--- config.mk ---
export PLATFORM = sky130hd
export DESIGN_NAME = seq_multiplier_flat
export DESIGN_NICKNAME = d
export VERILOG_FILES = /design/src/rtl/seq_multiplier_if.sv /design/src/rtl/seq_multiplier.sv /design/src/flat_wrapper.sv
export SDC_FILE = /design/constraint.sdc
export NUM_CORES = 1
export LEC_CHECK = 0
export CORE_ASPECT_RATIO = 0.9
export CORE_UTILIZATION = 50
export DETAILED_ROUTE_END_ITERATION = 10
export GPL_ROUTABILITY_DRIVEN = 0
export PLACE_DENSITY = 0.75
export SLEW_MARGIN = 20
export SYNTH_ARGS = -nofsm -noshare
export SYNTH_HDL_FRONTEND = slang
export SYNTH_SLANG_ARGS = --single-unit
--- constraint.sdc ---
create_clock -name clk -period 2.3 [get_ports clk]
set_input_delay 0.46 -clock clk [delete_from_list [all_inputs] [get_ports clk]]
set_output_delay 0.46 -clock clk [all_outputs]
set_load 0.05 [all_outputs]
--- src/rtl/seq_multiplier_if.sv ---
// rtl/seq_multiplier_if.sv - start/busy/done handshake bundle for seq_multiplier
// Ports (modport slave = multiplier side, master = requester side):
//    start, signed_mode, a, b   request and operands, driven by master
//    busy, done, product        status and result, driven by slave
interface seq_multiplier_if #(
   parameter int WIDTH = 4
);
   logic                 start;
   logic                 signed_mode;
   logic [WIDTH-1:0]     a;
   logic [WIDTH-1:0]     b;
   logic                 busy;
   logic                 done;
   logic [2*WIDTH-1:0]   product;

   modport master (
      output start, signed_mode, a, b,
      input  busy, done, product
   );

   modport slave (
      input  start, signed_mode, a, b,
      output busy, done, product
   );
endinterface

--- src/rtl/seq_multiplier.sv ---
// rtl/seq_multiplier.sv - sequential shift-add multiplier, unsigned or two's complement
// Ports:
//    clk      rising-edge clock
//    rst_n    asynchronous active-low reset
//    bus      seq_multiplier_if.slave: start/signed_mode/a/b in, busy/done/product out
module seq_multiplier #(
   parameter int WIDTH = 4
) (
   input logic               clk,
   input logic               rst_n,
   seq_multiplier_if.slave   bus
);
   localparam int CNT_W = $clog2(WIDTH + 1);
   localparam int PW    = 2 * WIDTH;

   typedef enum logic [1:0] {
      S_IDLE,
      S_RUN,
      S_DONE
   } state_t;

   state_t              r_state;
   logic [PW-1:0]       r_acc;
   logic [PW-1:0]       r_mcand;
   logic [WIDTH-1:0]    r_mplier;
   logic [CNT_W-1:0]    r_cnt;
   logic                r_neg;
   logic                r_busy;
   logic                r_done;
   logic [PW-1:0]       r_product;

   logic [WIDTH-1:0]    w_a_mag;
   logic [WIDTH-1:0]    w_b_mag;
   logic                w_neg;
   logic [PW-1:0]       w_acc_sum;

   // Magnitudes fit in WIDTH unsigned bits: the most-negative operand
   // negates to 2^(WIDTH-1), which is exactly its own bit pattern.
   always_comb begin
      w_a_mag = bus.a;
      w_b_mag = bus.b;
      w_neg   = 1'b0;
      if (bus.signed_mode) begin
         if (bus.a[WIDTH-1]) w_a_mag = -bus.a;
         if (bus.b[WIDTH-1]) w_b_mag = -bus.b;
         w_neg = bus.a[WIDTH-1] ^ bus.b[WIDTH-1];
      end
   end

   // Multiplicand is pre-shifted each iteration, so it is always aligned
   // to the multiplier bit currently at r_mplier[0].
   assign w_acc_sum = r_acc + (r_mplier[0] ? r_mcand : '0);

   always_ff @(posedge clk or negedge rst_n) begin
      if (!rst_n) begin
         r_state   <= S_IDLE;
         r_acc     <= '0;
         r_mcand   <= '0;
         r_mplier  <= '0;
         r_cnt     <= '0;
         r_neg     <= 1'b0;
         r_busy    <= 1'b0;
         r_done    <= 1'b0;
         r_product <= '0;
      end else begin
         case (r_state)
            S_IDLE, S_DONE: begin
               r_done <= 1'b0;
               if (bus.start) begin
                  r_mcand  <= {{WIDTH{1'b0}}, w_a_mag};
                  r_mplier <= w_b_mag;
                  r_neg    <= w_neg;
                  r_acc    <= '0;
                  r_cnt    <= CNT_W'(WIDTH);
                  r_busy   <= 1'b1;
                  r_state  <= S_RUN;
               end else begin
                  r_state  <= S_IDLE;
               end
            end
            S_RUN: begin
               r_acc    <= w_acc_sum;
               r_mcand  <= r_mcand << 1;
               r_mplier <= r_mplier >> 1;
               r_cnt    <= r_cnt - 1'b1;
               if (r_cnt == CNT_W'(1)) begin
                  r_product <= r_neg ? (PW'(0) - w_acc_sum) : w_acc_sum;
                  r_busy    <= 1'b0;
                  r_done    <= 1'b1;
                  r_state   <= S_DONE;
               end
            end
            default: begin
               r_busy  <= 1'b0;
               r_done  <= 1'b0;
               r_state <= S_IDLE;
            end
         endcase
      end
   end

   assign bus.busy    = r_busy;
   assign bus.done    = r_done;
   assign bus.product = r_product;
endmodule
--- src/flat_wrapper.sv ---
// flat-port wrapper written by rule: the top's interface ports become plain ports
module seq_multiplier_flat 
#(
   parameter int WIDTH = 4
)
  (clk, rst_n, bus_start, bus_signed_mode, bus_a, bus_b, bus_busy, bus_done, bus_product);
  seq_multiplier_if #(.WIDTH(WIDTH)) bus_i ();
  input logic clk;
  input logic rst_n;
  input wire logic [$bits(bus_i.start)-1:0] bus_start;
  input wire logic [$bits(bus_i.signed_mode)-1:0] bus_signed_mode;
  input wire logic [$bits(bus_i.a)-1:0] bus_a;
  input wire logic [$bits(bus_i.b)-1:0] bus_b;
  output wire logic [$bits(bus_i.busy)-1:0] bus_busy;
  output wire logic [$bits(bus_i.done)-1:0] bus_done;
  output wire logic [$bits(bus_i.product)-1:0] bus_product;
  assign bus_i.start = bus_start;
  assign bus_i.signed_mode = bus_signed_mode;
  assign bus_i.a = bus_a;
  assign bus_i.b = bus_b;
  assign bus_busy = bus_i.busy;
  assign bus_done = bus_i.done;
  assign bus_product = bus_i.product;
  seq_multiplier #(.WIDTH(WIDTH)) u_core (.clk(clk), .rst_n(rst_n), .bus(bus_i));
endmodule
==> metrics.md, run 1 <==
| Metric | Value |
|---|---|
| Reg2reg path depth | `9` |
| Final setup violation count | `3` |
| Core area | `3730 um^2` |
| Power Density | `1500 nW/um^2` |
| Die H | `61.4 um` |
| Status | `finished, violations left` |
| Slowest-stage cell, CP | `dfrtp_1` |
| Fmax achieved | `~420 MHz` |
| Clk sinks | `35` |
| TritonCTS clock tree | `done` |
| Worst setup margin | `-66.8 ps` |
| Place WS | `-219 ps` |
| Power, Total | `3950 uW` |
| Dominant synthesized flop cell | `dfrtp_1` |
| Final core occ | `70.4%` |
| Grt ovf | `0` |
| Crit path DAT | `2530 ps` |
| Die area | `4180 um^2` |
| IO buf count | `21` |
| Crit path kind | `reg2reg` |
| CTS max path bufs | `2` |
| Main area contributors after synthesis | `dfrtp_1, ha_1, nand2_1, o21ai_0, xnor2_1` |
| WL/cell | `14.2 um` |
| Switch share | `40.9%` |
| Clk_skew | `6.75 ps` |
| FF+latch count, synth | `35` |
| Worst Tran Pin Value | `~500 ps` |
| # diodes | `0` |
| # IOs | `22` |
| Post-synthesis sequential area ratio | `44.7%` |
| Rows | `21` |
| Post-Syn Instances | `199` |
| Largest fanout on the critical path | `5` |
| Gate power share | `56.0%` |
| Top-area cell type share of the netlist area | `44.7%` |
| Hold Path Depth | `2` |
| Initial antenna violation count | `0` |
| Clock Latency Late Sink | `290 ps` |
| CTS H-tree depth | `2` |
| DR DRC count | `0` |
| Share of cells above drive strength 1 | `19.9%` |
| Share of power burned in registers | `27.3%` |
| DR vias | `around 1600` |
| Number of global-route vias before repair | `about 1600` |
| Count of pins over their slew limit | `0` |
| First-pass GRT wire length | `6860 um` |
| Psw | `1610 uW` |
| Worst slew margin | `67.1%` |
| Leakage power | `0.00123 uW` |
| Via-per-instance ratio | `5.58` |
| First-pass DRT Iterations | `5` |
| Leading area contributor after synthesis | `dfrtp_1` |
| Routed WL | `4130 um` |
| Post-Syn Area | `between 1500 and 2000 um^2` |
| P&R area growth vs syn | `34.0%` |
| Fin crit share | `103%` |
| Async S/R FF share, synth | `100%` |
| Largest stage delay on the critical path | `between 400 and 500 ps` |
| Endpoints failing hold | `0` |
| Worst min-delay path category | `reg2reg` |
| Drt first-iter violations | `56` |
| Tot GR Track Use | `22.5%` |
| Final nets | `270` |
| Die W | `68.0 um` |
| Clock Tree Root | `clkbuf_8` |
| Post-synth EDFFs | `0` |
| Post-DP Area | `2380 um^2` |
| Internal power | `around 2300 uW` |
| Period minus WS final | `2370 ps` |
| Synth Warn # | `0` |
| Final instance area | `2630 um^2` |
| Distinct cell type count after synthesis | `39` |
| Clk network pwr share | `between 10% and 20%` |
| Syn avg cell area | `between 9 and 10 um^2` |
| CP endpoint kind | `flop` |
| Setup crit start kind | `flop` |
| Worst path required time | `2460 ps` |
| Post-DP HPWL | `3040 um` |
| Setup repair after global routing missed its margin | `true` |
| Crit path cell chain | `and2_4 -> ha_4 -> fa_2 -> a211o_4 -> nand3_1 -> nand3b_1 -> o41ai_2 -> xnor2_1 -> o21ai_1` |
| Max Cap Viol | `0` |
| Worst-path clk slew | `around 70 ps` |
| Antenna Nets Post-Route | `0` |
| Hold WS | `486 ps` |
| CTS buffer count | `5` |
| Hold buffers post-CTS | `0` |
| Max VDD drop | `1.23 mV` |
| Syn nets | `224` |
| Starting Density | `52.5%` |
| Largest net degree at the start of global routing | `36` |
| Failing checks | `setup timing` |
[cell families after synthesis]
logic type / after synthesis / synth area share (%)
and+or+nand+nor: 58 / 14.7
xor gates and xnor gates: 14 / 6.25
DFF: 35 / 44.7
adders and majority gates: 13 / 8.68
buffers and inverters: 18 / 3.45
AOI/OAI and AO/OA: 58 / 20.7
muxes: 3 / 1.53
[layout by cell type (no fill, tap or decap), types with 2 or more instances in the layout]
cell and instances:
a21o_1 2, a21oi_1 3, a22o_1 7, a22oi_1 7
and2_1 6, buf_4 24, bufinv_16 2, clkbuf_8 5
clkdlybuf4s50_1 21, dfrtp_1 35, ha_1 10, ha_4 2
inv_1 12, mux2i_1 3, nand2_1 26, nand2b_1 3
nand3_1 4, nand3b_1 2, nor2_1 4, nor2b_1 5
o21ai_0 18, o21ai_1 5, o31ai_1 2, o41ai_2 2
or3_1 2, xnor2_1 6, xnor2_2 2, xor2_1 6
[metal layers]
layer	wire (um)	part of all wire, %	vias to the layer above	GRT usage [%]
li1	-	-	795	-
met1	1810	44	784	26.9
met2	2130	51	43	40.1
met3	155	3.7	6	4.44
met4	42	1.0	0	8.04
met5	0	0	-	0
[flip-flops by register name (all words and copies together), names as in the netlist]
name	flops
u_core.r_mplier	4
u_core.r_acc	8
u_core.r_neg	1
u_core.r_state	2
u_core.bus.busy	1
u_core.r_cnt	3
u_core.r_mcand	8
u_core.bus.product	8
[worst max-delay path, delay by kind of cell (launching register included)]
| kind | cells | cell delay [ps] |
|---|---|---|
| adders and majority gates | 2 | 530 |
| xor gates and xnor gates | 1 | 160 |
| AOI/OAI and AO/OA | 3 | 820 |
| and+or+nand+nor | 3 | 330 |
| DFF | 1 | 410 |
[power by group through the flow]
stage | clock [uW] | sequential (uW) | combinational (uW)
2_1_floorplan | 0 | 1270 | 1110
3_3_place_gp | 0 | 1060 | 1970
3_5_place_dp | 0 | 1070 | 2050
4_1_cts | 674 | 1070 | 2150
5_1_grt | 695 | 1110 | 2420
6_report | 660 | 1080 | 2210
[final timing paths]
kind | from | to | slack, ps
worst max-delay path | u_core.r_mplier[0]$_DFFE_PN0P_ | u_core.bus.product[7]$_DFFE_PN0P_ | -70
worst min-delay path | u_core.bus.product[7]$_DFFE_PN0P_ | u_core.bus.product[7]$_DFFE_PN0P_ | 490
worst max register to register | u_core.r_mplier[0]$_DFFE_PN0P_ | u_core.bus.product[7]$_DFFE_PN0P_ | -70
worst min register to register | u_core.bus.product[7]$_DFFE_PN0P_ | u_core.bus.product[7]$_DFFE_PN0P_ | 490
max in group asynchronous | rst_n | u_core.r_mcand[3]$_DFFE_PN0P_ | 1400
min in group asynchronous | rst_n | u_core.bus.product[6]$_DFFE_PN0P_ | 580
[stage by stage]
stage,cells,setup TNS [ps]
global placement,282,-97.7
floorplan,199,-57.1
global route,292,-619
finish,292,-133
detailed placement,282,-407
CTS,291,-177
[synth_stat cells, types with 5 or more instances]
| cell | n |
|---|---|
| nor2_1 | 5 |
| xnor2_1 | 8 |
| dfrtp_1 | 35 |
| and2_1 | 7 |
| a22o_1 | 7 |
| o21ai_0 | 19 |
| o21ai_1 | 5 |
| ha_1 | 12 |
| nor2b_1 | 5 |
| clkbuf_1 | 5 |
| xor2_1 | 6 |
| inv_1 | 12 |
| a22oi_1 | 7 |
| nand2_1 | 26 |
[final cells by class]
cell class / count / area, um^2
clock buffer: 5 / 68.8
clock inverter: 3 / 67.6
fill: 303 / 1100
inverter: 12 / 45.0
multi-input combinational: 146 / 1120
sequential: 35 / 876
tap: 46 / 57.6
timing repair buffer: 45 / 390
[what timing repair did]
action | 4_1_cts | 5_1_grt
setup endpoints to repair | 4 | 5
pin swaps | 2 | 3
buffers inserted | 1 | 1
resized for setup | 7 | 7
gates cloned | 0 | 0
hold endpoints to repair | 0 | 0
Note: power is estimated with default switching activity, not from simulation.
==> inputs of run 2 (changes only) <==
- ABC_AREA: unset -> 1
- CORE_ASPECT_RATIO: 0.9 -> unset
- CORE_UTILIZATION: 50 -> 51
- GPL_TIMING_DRIVEN: unset -> 0
- PLACE_DENSITY: 0.75 -> 0.76
==> run 2 against run 1 <==
Compared with the run above:
- the run now ends clean
- area after synthesis rose by 7.7%
- sequential cell count did not move
- first-iteration DRC count rose by 21%
- maximum frequency rose by 8.6%
- global-route usage fell by 0.33 points
- worst setup slack improved by 190 ps
- combinational power barely moved
- largest power group unchanged
==> metrics.md, run 2 <==
| Metric | Value |
|---|---|
| Status | `completed` |
| Reg2reg path depth | `15 (+6)` |
| Setup crit start kind | `flop` |
| Synth Warn # | `0 (unchanged)` |
| Commonest non-fill, non-tap cell in the layout | `nand2_1` |
| Final instance area | `2540 um^2 (-3.3%)` |
| Max Cap Viol | `0 (unchanged)` |
| Period minus WS final | `2180 ps (-187 ps)` |
| Largest fanout on the critical path | `4 (-1)` |
| Post-Syn Instances | `263 (+32%)` |
| Die W | `66.3 um (-2.5%)` |
| Die area | `4400 um^2 (+5.4%)` |
| CTS H-tree depth | `2 (unchanged)` |
| # diodes | `0 (unchanged)` |
| Rows | `23 (+9.5%)` |
| Critical path capture point | `u_core.bus.product[6]$_DFFE_PN0P_` |
| CP startpoint | `u_core.r_mplier[0]$_DFFE_PN0P_` |
| Worst min-delay path category | `in2async` |
| Fillers | `359 (+18%)` |
| Tot GR Track Use | `22.1% (-0.33 points)` |
| DR DRC count | `0 (unchanged)` |
| Distinct cell type count after synthesis | `34 (-13%)` |
| Syn nets | `288 (+29%)` |
| Worst r2r src | `u_core.r_mplier[0]$_DFFE_PN0P_` |
| DR vias | `1763 (+8.3%)` |
| Switch share | `48.8% (+7.9 points)` |
| Top-area cell type share of the netlist area | `41.5% (-3.2 points)` |
| Internal power | `1880 uW (-19%)` |
| Crit-path most repeated cell | `nand2_1` |
| Worst slew margin | `67.0% (-0.15 points)` |
| Crit path cell chain | `nand2_1 -> inv_1 -> ha_2 -> fa_1 -> inv_2 -> ha_4 -> inv_1 -> nor2_1 -> nand3_1 -> inv_2 -> nand3_2 -> nand2_1 -> nand2_1 -> nand3_1 -> nand2_1` |
| Worst setup margin | `121 ps (+187 ps)` |
| Clk sinks | `35 (unchanged)` |
| Syn avg cell area | `8.03 um^2 (-19%)` |
| Finished Layout Cells | `346 (+18%)` |
| Starting Density | `52.8% (+0.22 points)` |
| Fmax achieved | `459 MHz (+8.6%)` |
| Clk_skew | `3.88 ps (-2.87 ps)` |
| CTS buffer count | `5 (unchanged)` |
| Worst path required time | `2490 ps (+30 ps)` |
| Max VDD drop | `0.793 mV (-35%)` |
| Place WS | `-19.9 ps (+199 ps)` |
| FF+latch count, synth | `35 (unchanged)` |
| Routed WL | `4140 um (+0.12%)` |
| Count of pins over their slew limit | `0 (unchanged)` |
| Cell with the most instances after synthesis | `nand2_1` |
| Main area contributors after synthesis | `dfrtp_1, nand2_1, ha_1, inv_1, o21ai_0` |
| Clk network pwr share | `12.1% (-4.6 points)` |
| Die H | `66.3 um (+8.0%)` |
| Core area | `4000 um^2 (+7.2%)` |
| Initial antenna violation count | `0 (unchanged)` |
| CP endpoint kind | `flop` |
| # IOs | `22 (unchanged)` |
| P&R area growth vs syn | `20.4%` |
| Worst-path clk slew | `80 ps (about the same)` |
| Psw | `1790 uW (+11%)` |
| Final setup violation count | `0 (-3)` |
| Leading area contributor after synthesis | `dfrtp_1` |
| Clock Latency Late Sink | `290 ps (about the same)` |
| Via-per-instance ratio | `5.10 (-8.6%)` |
| CTS max path bufs | `2 (unchanged)` |
| WL/cell | `12.0 um (-16%)` |
| Slowest-stage cell, CP | `fa_1` |
| First-pass GRT wire length | `7200 um (+4.9%)` |
| Post-synth EDFFs | `0 (unchanged)` |
| Most frequent cells in the layout | `nand2_1, inv_1, dfrtp_1` |
| Clock Tree Root | `clkbuf_8` |
| Post-DP HPWL | `3180 um (+4.6%)` |
| Antenna Nets Post-Route | `0 (unchanged)` |
| Placed insts | `335 (+19%)` |
| Async S/R FF share, synth | `100% (unchanged)` |
| Largest stage delay on the critical path | `500 ps (+90 ps)` |
| Share of power burned in registers | `28.1% (+0.8 points)` |
| Endpoints failing hold | `0 (unchanged)` |
| Dominant synthesized flop cell | `dfrtp_1` |
| Gate power share | `59.8% (+3.8 points)` |
| Number of global-route vias before repair | `1668 (+5.6%)` |
| Worst Tran Pin Value | `496 ps (+3.83 ps)` |
| Largest net degree at the start of global routing | `25 (-31%)` |
| Post-synthesis sequential area ratio | `41.5% (-3.2 points)` |
| Post-Syn Area | `2110 um^2 (+7.7%)` |
| Post-DP Area | `2410 um^2 (+0.89%)` |
| First-pass DRT Iterations | `4 (-1)` |
| Reg2reg end | `u_core.bus.product[6]$_DFFE_PN0P_` |
| Crit path kind | `reg2reg` |
| Final nets | `320 (+19%)` |
| Grt ovf | `0 (unchanged)` |
| Share of cells above drive strength 1 | `14.5% (-5.4 points)` |
| Commonest cells in the netlist | `nand2_1, inv_1, dfrtp_1` |
| Power Density | `1440 nW/um^2 (-3.9%)` |
| Crit path DAT | `2360 ps (-170 ps)` |
| Hold buffers post-CTS | `0 (unchanged)` |
| IO buf count | `21 (unchanged)` |
| Hold WS | `59.4 ps (-427 ps)` |
| Leakage power | `0.00127 uW (+3.6%)` |
| R2r setup slk | `120 ps (+190 ps)` |
| Drt first-iter violations | `68 (+21%)` |
| TritonCTS clock tree | `done` |
| Final core occ | `63.5% (-6.9 points)` |
| Fin crit share | `94.8% (-8.2 points)` |
## run 2: changes by cell type in the layout (fill, tap and decap cells not counted), moves of 5 or more
cell / delta
a22oi_1: -7
nand3_1: +12
nor2_1: +6
inv_1: +24
nand2_1: +48
nor2b_1: -5
buf_4: -20
inv_2: +6
a22o_1: -7
and2_1: -5
## run 2: per-stage QoR
step                      total power, uW  TNS, ps
after floorplan                      2620        0
after global placement               3070        0
after detailed placement             3140    -19.9
after CTS                            3590        0
after global routing                 4000    -22.5
final                                3670        0
## run 2: cells by family after synthesis
group           synth area share [%]
buf+inv                         9.42
simple gates                    26.1
flops                           41.5
xor+xnor                        1.66
fa+ha+maj                       8.06
compound gates                  13.2
## run 2: power by group through the flow
stage,Combinational [uW],Clock (uW),Sequential [uW]
2_1_floorplan,1340,0,1270
3_3_place_gp,2050,0,1020
3_5_place_dp,2100,0,1040
4_1_cts,2090,455,1040
5_1_grt,2460,477,1070
6_report,2200,442,1030
## run 2: cell type report
type / count / area [um^2] / area share (%)
Clock buffer: 5 / 68.8 / 2.71
Multi-Input combinational cell: 180 / 1060 / 41.6
Buffer: 3 / 18.8 / 0.739
Inverter: 44 / 175 / 6.89
Clock inverter: 3 / 20.0 / 0.788
Sequential cell: 35 / 877 / 34.5
Timing Repair Buffer: 26 / 263 / 10.3
Tap cell: 50 / 62.6 / 2.46
## run 2: repair_timing
| action | 4_1_cts | 5_1_grt |
|---|---|---|
| gates resized for setup | 1 | 6 |
| pin swaps | 0 | 3 |
| endpoints found under the setup margin | 1 | 4 |
| setup buffers | 0 | 4 |
## run 2: worst max-delay path: cells and delay by family (launching register included)
kind	cells	cell delay, ps
adders and majority gates	3	800
buffers and inverters	4	280
DFF	1	440
and+or+nand+nor	8	550
## run 2: how the worst min path moves through the flow
stage,start,endpoint,slack (ps),depth (start not counted)
after floorplan,rst_n,u_core.bus.busy$_DFFE_PN0P_,160,0
after global placement,u_core.bus.product[7]$_DFFE_PN0P_,u_core.bus.product[7]$_DFFE_PN0P_,470,2
after detailed placement,rst_n,u_core.r_acc[5]$_DFFE_PN0P_,380,1
after CTS,rst_n,u_core.r_acc[6]$_DFFE_PN0P_,60,1
after global routing,rst_n,u_core.r_acc[6]$_DFFE_PN0P_,70,1
final,rst_n,u_core.r_acc[6]$_DFFE_PN0P_,60,1
## run 2: metal layers
metal | GRT usage [%] | part of all wire [%] | up-vias
met5 | 0 | 0 | -
met4 | 6.65 | 1.2 | 0
met3 | 5.34 | 3.0 | 5
met2 | 38.8 | 51 | 30
met1 | 26.6 | 45 | 815
li1 | - | - | 913
==> inputs of run 3 (changes only) <==
- CORE_UTILIZATION: 51 -> 40
- GPL_TIMING_DRIVEN: 0 -> unset
- PLACE_DENSITY: 0.76 -> unset
==> run 3 against run 2 <==
Compared with the run above:
- core utilization fell by 14 points
- sequential power hardly changed
- power shrank 1.8%
- register-to-register slack improved by 97 ps
- critical path depth unchanged
- via count decreased by 2.2%
- maximum frequency increased by 4.7%
- sequential share of layout area up 0.19 points
- clock power fell by 2%
- highest routed layer unchanged
==> metrics.md, run 3 (same netlist as run 2, synthesis figures left out) <==
| Metric | Value |
|---|---|
| Share of cells above drive strength 1 | `13.3% (-1.2 points)` |
| # IOs | `22 (unchanged)` |
| Antenna Nets Post-Route | `0 (unchanged)` |
| Worst Tran Pin Value | `493 ps (-2.52 ps)` |
| Slowest-stage cell, CP | `fa_1` |
| Gate power share | `59.1% (-0.7 points)` |
| Switch share | `48.8% (about the same)` |
| Crit path DAT | `2270 ps (-90 ps)` |
| Commonest non-fill, non-tap cell in the layout | `nand2_1` |
| First-pass GRT wire length | `7350 um (+2.1%)` |
| IO buf count | `21 (unchanged)` |
| Period minus WS final | `2080 ps (-97.4 ps)` |
| Max Cap Viol | `0 (unchanged)` |
| Most frequent cells in the layout | `nand2_1, inv_1, dfrtp_1` |
| Count of pins over their slew limit | `0 (unchanged)` |
| Fmax achieved | `480 MHz (+4.7%)` |
| Clock Tree Root | `clkbuf_8` |
| Core area | `5110 um^2 (+28%)` |
| Worst slew margin | `67.0% (about the same)` |
| Crit path cell chain | `nand2_1 -> inv_1 -> ha_2 -> fa_1 -> inv_2 -> ha_4 -> inv_2 -> nor2_1 -> nand3_1 -> inv_2 -> nand3_2 -> nand2_1 -> nand2_1 -> nand3_1 -> nand2_1` |
| Drt first-iter violations | `63 (-7.4%)` |
| WL/cell | `11.6 um (-3.0%)` |
| Starting Density | `41.3% (-11 points)` |
| Crit path kind | `reg2reg` |
| Final nets | `317 (-0.94%)` |
| # diodes | `0 (unchanged)` |
| Worst path required time | `2480 ps (about the same)` |
| Internal power | `1850 uW (-1.8%)` |
| Die W | `74.6 um (+13%)` |
| TNS Setup | `0 ps (unchanged)` |
| Crit-path most repeated cell | `nand2_1` |
| DR vias | `1724 (-2.2%)` |
| Worst min-delay path category | `reg2reg` |
| Endpoints failing hold | `0 (unchanged)` |
| Share of power burned in registers | `28.8% (+0.7 points)` |
| Power Density | `1430 nW/um^2 (-1.1%)` |
| Rows | `26 (+13%)` |
| Leakage power | `0.00126 uW (-1.1%)` |
| Final core occ | `49.4% (-14 points)` |
| Setup repair after global routing missed its margin | `false` |
| Routed WL | `4210 um (+1.8%)` |
| CTS max path bufs | `2 (unchanged)` |
| Tot GR Track Use | `17.7% (-4.4 points)` |
| Post-DP HPWL | `3150 um (-0.89%)` |
| Die area | `5570 um^2 (+27%)` |
| Largest fanout on the critical path | `3 (-1)` |
| DR DRC count | `0 (unchanged)` |
| Setup crit start kind | `flop` |
| Largest stage delay on the critical path | `490 ps (about the same)` |
| Final setup violation count | `0 (unchanged)` |
| Via-per-instance ratio | `4.75 (-6.8%)` |
| TritonCTS clock tree | `done` |
| CP endpoint kind | `flop` |
| Max VDD drop | `0.755 mV (-4.9%)` |
| Clk network pwr share | `12.1% (about the same)` |
| Die H | `74.6 um (+13%)` |
| Number of global-route vias before repair | `1662 (-0.36%)` |
| CTS buffer count | `5 (unchanged)` |
| Clk_skew | `2.03 ps (-1.85 ps)` |
| Power, Total | `3600 uW (-1.8%)` |
| Largest net degree at the start of global routing | `36 (+44%)` |
| Hold buffers post-CTS | `0 (unchanged)` |
| First-pass DRT Iterations | `4 (unchanged)` |
| Clock Latency Late Sink | `290 ps (about the same)` |
| Grt ovf | `0 (unchanged)` |
| CTS H-tree depth | `2 (unchanged)` |
| Hold WS | `477 ps (+418 ps)` |
| P&R area growth vs syn | `19.6%` |
| Fin crit share | `90.5% (-4.2 points)` |
| Psw | `1760 uW (-1.9%)` |
| Clk sinks | `35 (unchanged)` |
| Initial antenna violation count | `0 (unchanged)` |
| Worst-path clk slew | `70 ps (about the same)` |
| Status | `completed` |
## run 3: cell count changes in the layout (fill, tap and decap cells not counted), sizes merged
cell / before / now
clkinvlp: 2 / 0
clkdlybuf4s50: 20 / 21
buf: 7 / 5
## run 3: per-stage QoR
step | setup slack, ps | instance area (um^2) | std cells
after global placement | 202 | 2410 | 354
after floorplan | 168 | 2110 | 263
after global routing | 15.9 | 2520 | 363
final | 218 | 2520 | 363
after CTS | 150 | 2500 | 362
after detailed placement | 165 | 2410 | 354
## run 3: area by class of cell
class                           count  area (um^2)
Tap cell                           70         87.6
Fill cell                         517         2580
Timing Repair Buffer               26          248
Multi-Input combinational cell    180         1060
Sequential cell                    35          876
Clock buffer                        7         76.3
Clock inverter                      1         5.00
Inverter                           44          175
## run 3: worst max-delay path, delay by kind of cell (launching register included)
family / cells / cell delay [ps]
AND/OR/NAND/NOR: 8 / 560
adder cells (fa/ha/maj): 3 / 790
buffers and inverters: 4 / 260
flip-flops: 1 / 390
## run 3: metal layers
layer  GRT usage [%]  part of all wire (%)
met1            22.4                    50
met2            29.6                    46
met3            4.02                   2.5
met4            6.92                   1.6
met5               0                     0
## run 3: power groups by stage
stage | registers (uW) | logic [uW] | clock network, uW
after CTS | 1040 | 2090 | 452
final | 1040 | 2130 | 434
after global routing | 1070 | 2410 | 471
after floorplan | 1270 | 1340 | 0
after global placement | 1040 | 2060 | 0
after detailed placement | 1050 | 2080 | 0
## run 3: final timing paths
path                                              startpoint                                end  slack (ps)  cells past startpoint
setup / recovery              u_core.r_mplier[0]$_DFFE_PN0P_  u_core.bus.product[6]$_DFFE_PN0P_         220                     15
hold / removal             u_core.bus.product[6]$_DFFE_PN0P_  u_core.bus.product[6]$_DFFE_PN0P_         480                      2
setup reg to reg              u_core.r_mplier[0]$_DFFE_PN0P_  u_core.bus.product[6]$_DFFE_PN0P_         220                     15
hold reg to reg            u_core.bus.product[6]$_DFFE_PN0P_  u_core.bus.product[6]$_DFFE_PN0P_         480                      2
max in group asynchronous                              rst_n  u_core.bus.product[5]$_DFFE_PN0P_        1400                      2
min in group asynchronous                              rst_n        u_core.r_acc[5]$_DFFE_PN0P_         580                      2
## run 3: what timing repair did
action | CTS | global route
resized for setup | 0 | 7
setup endpoints to repair | 0 | 3
setup buffers | 0 | 1
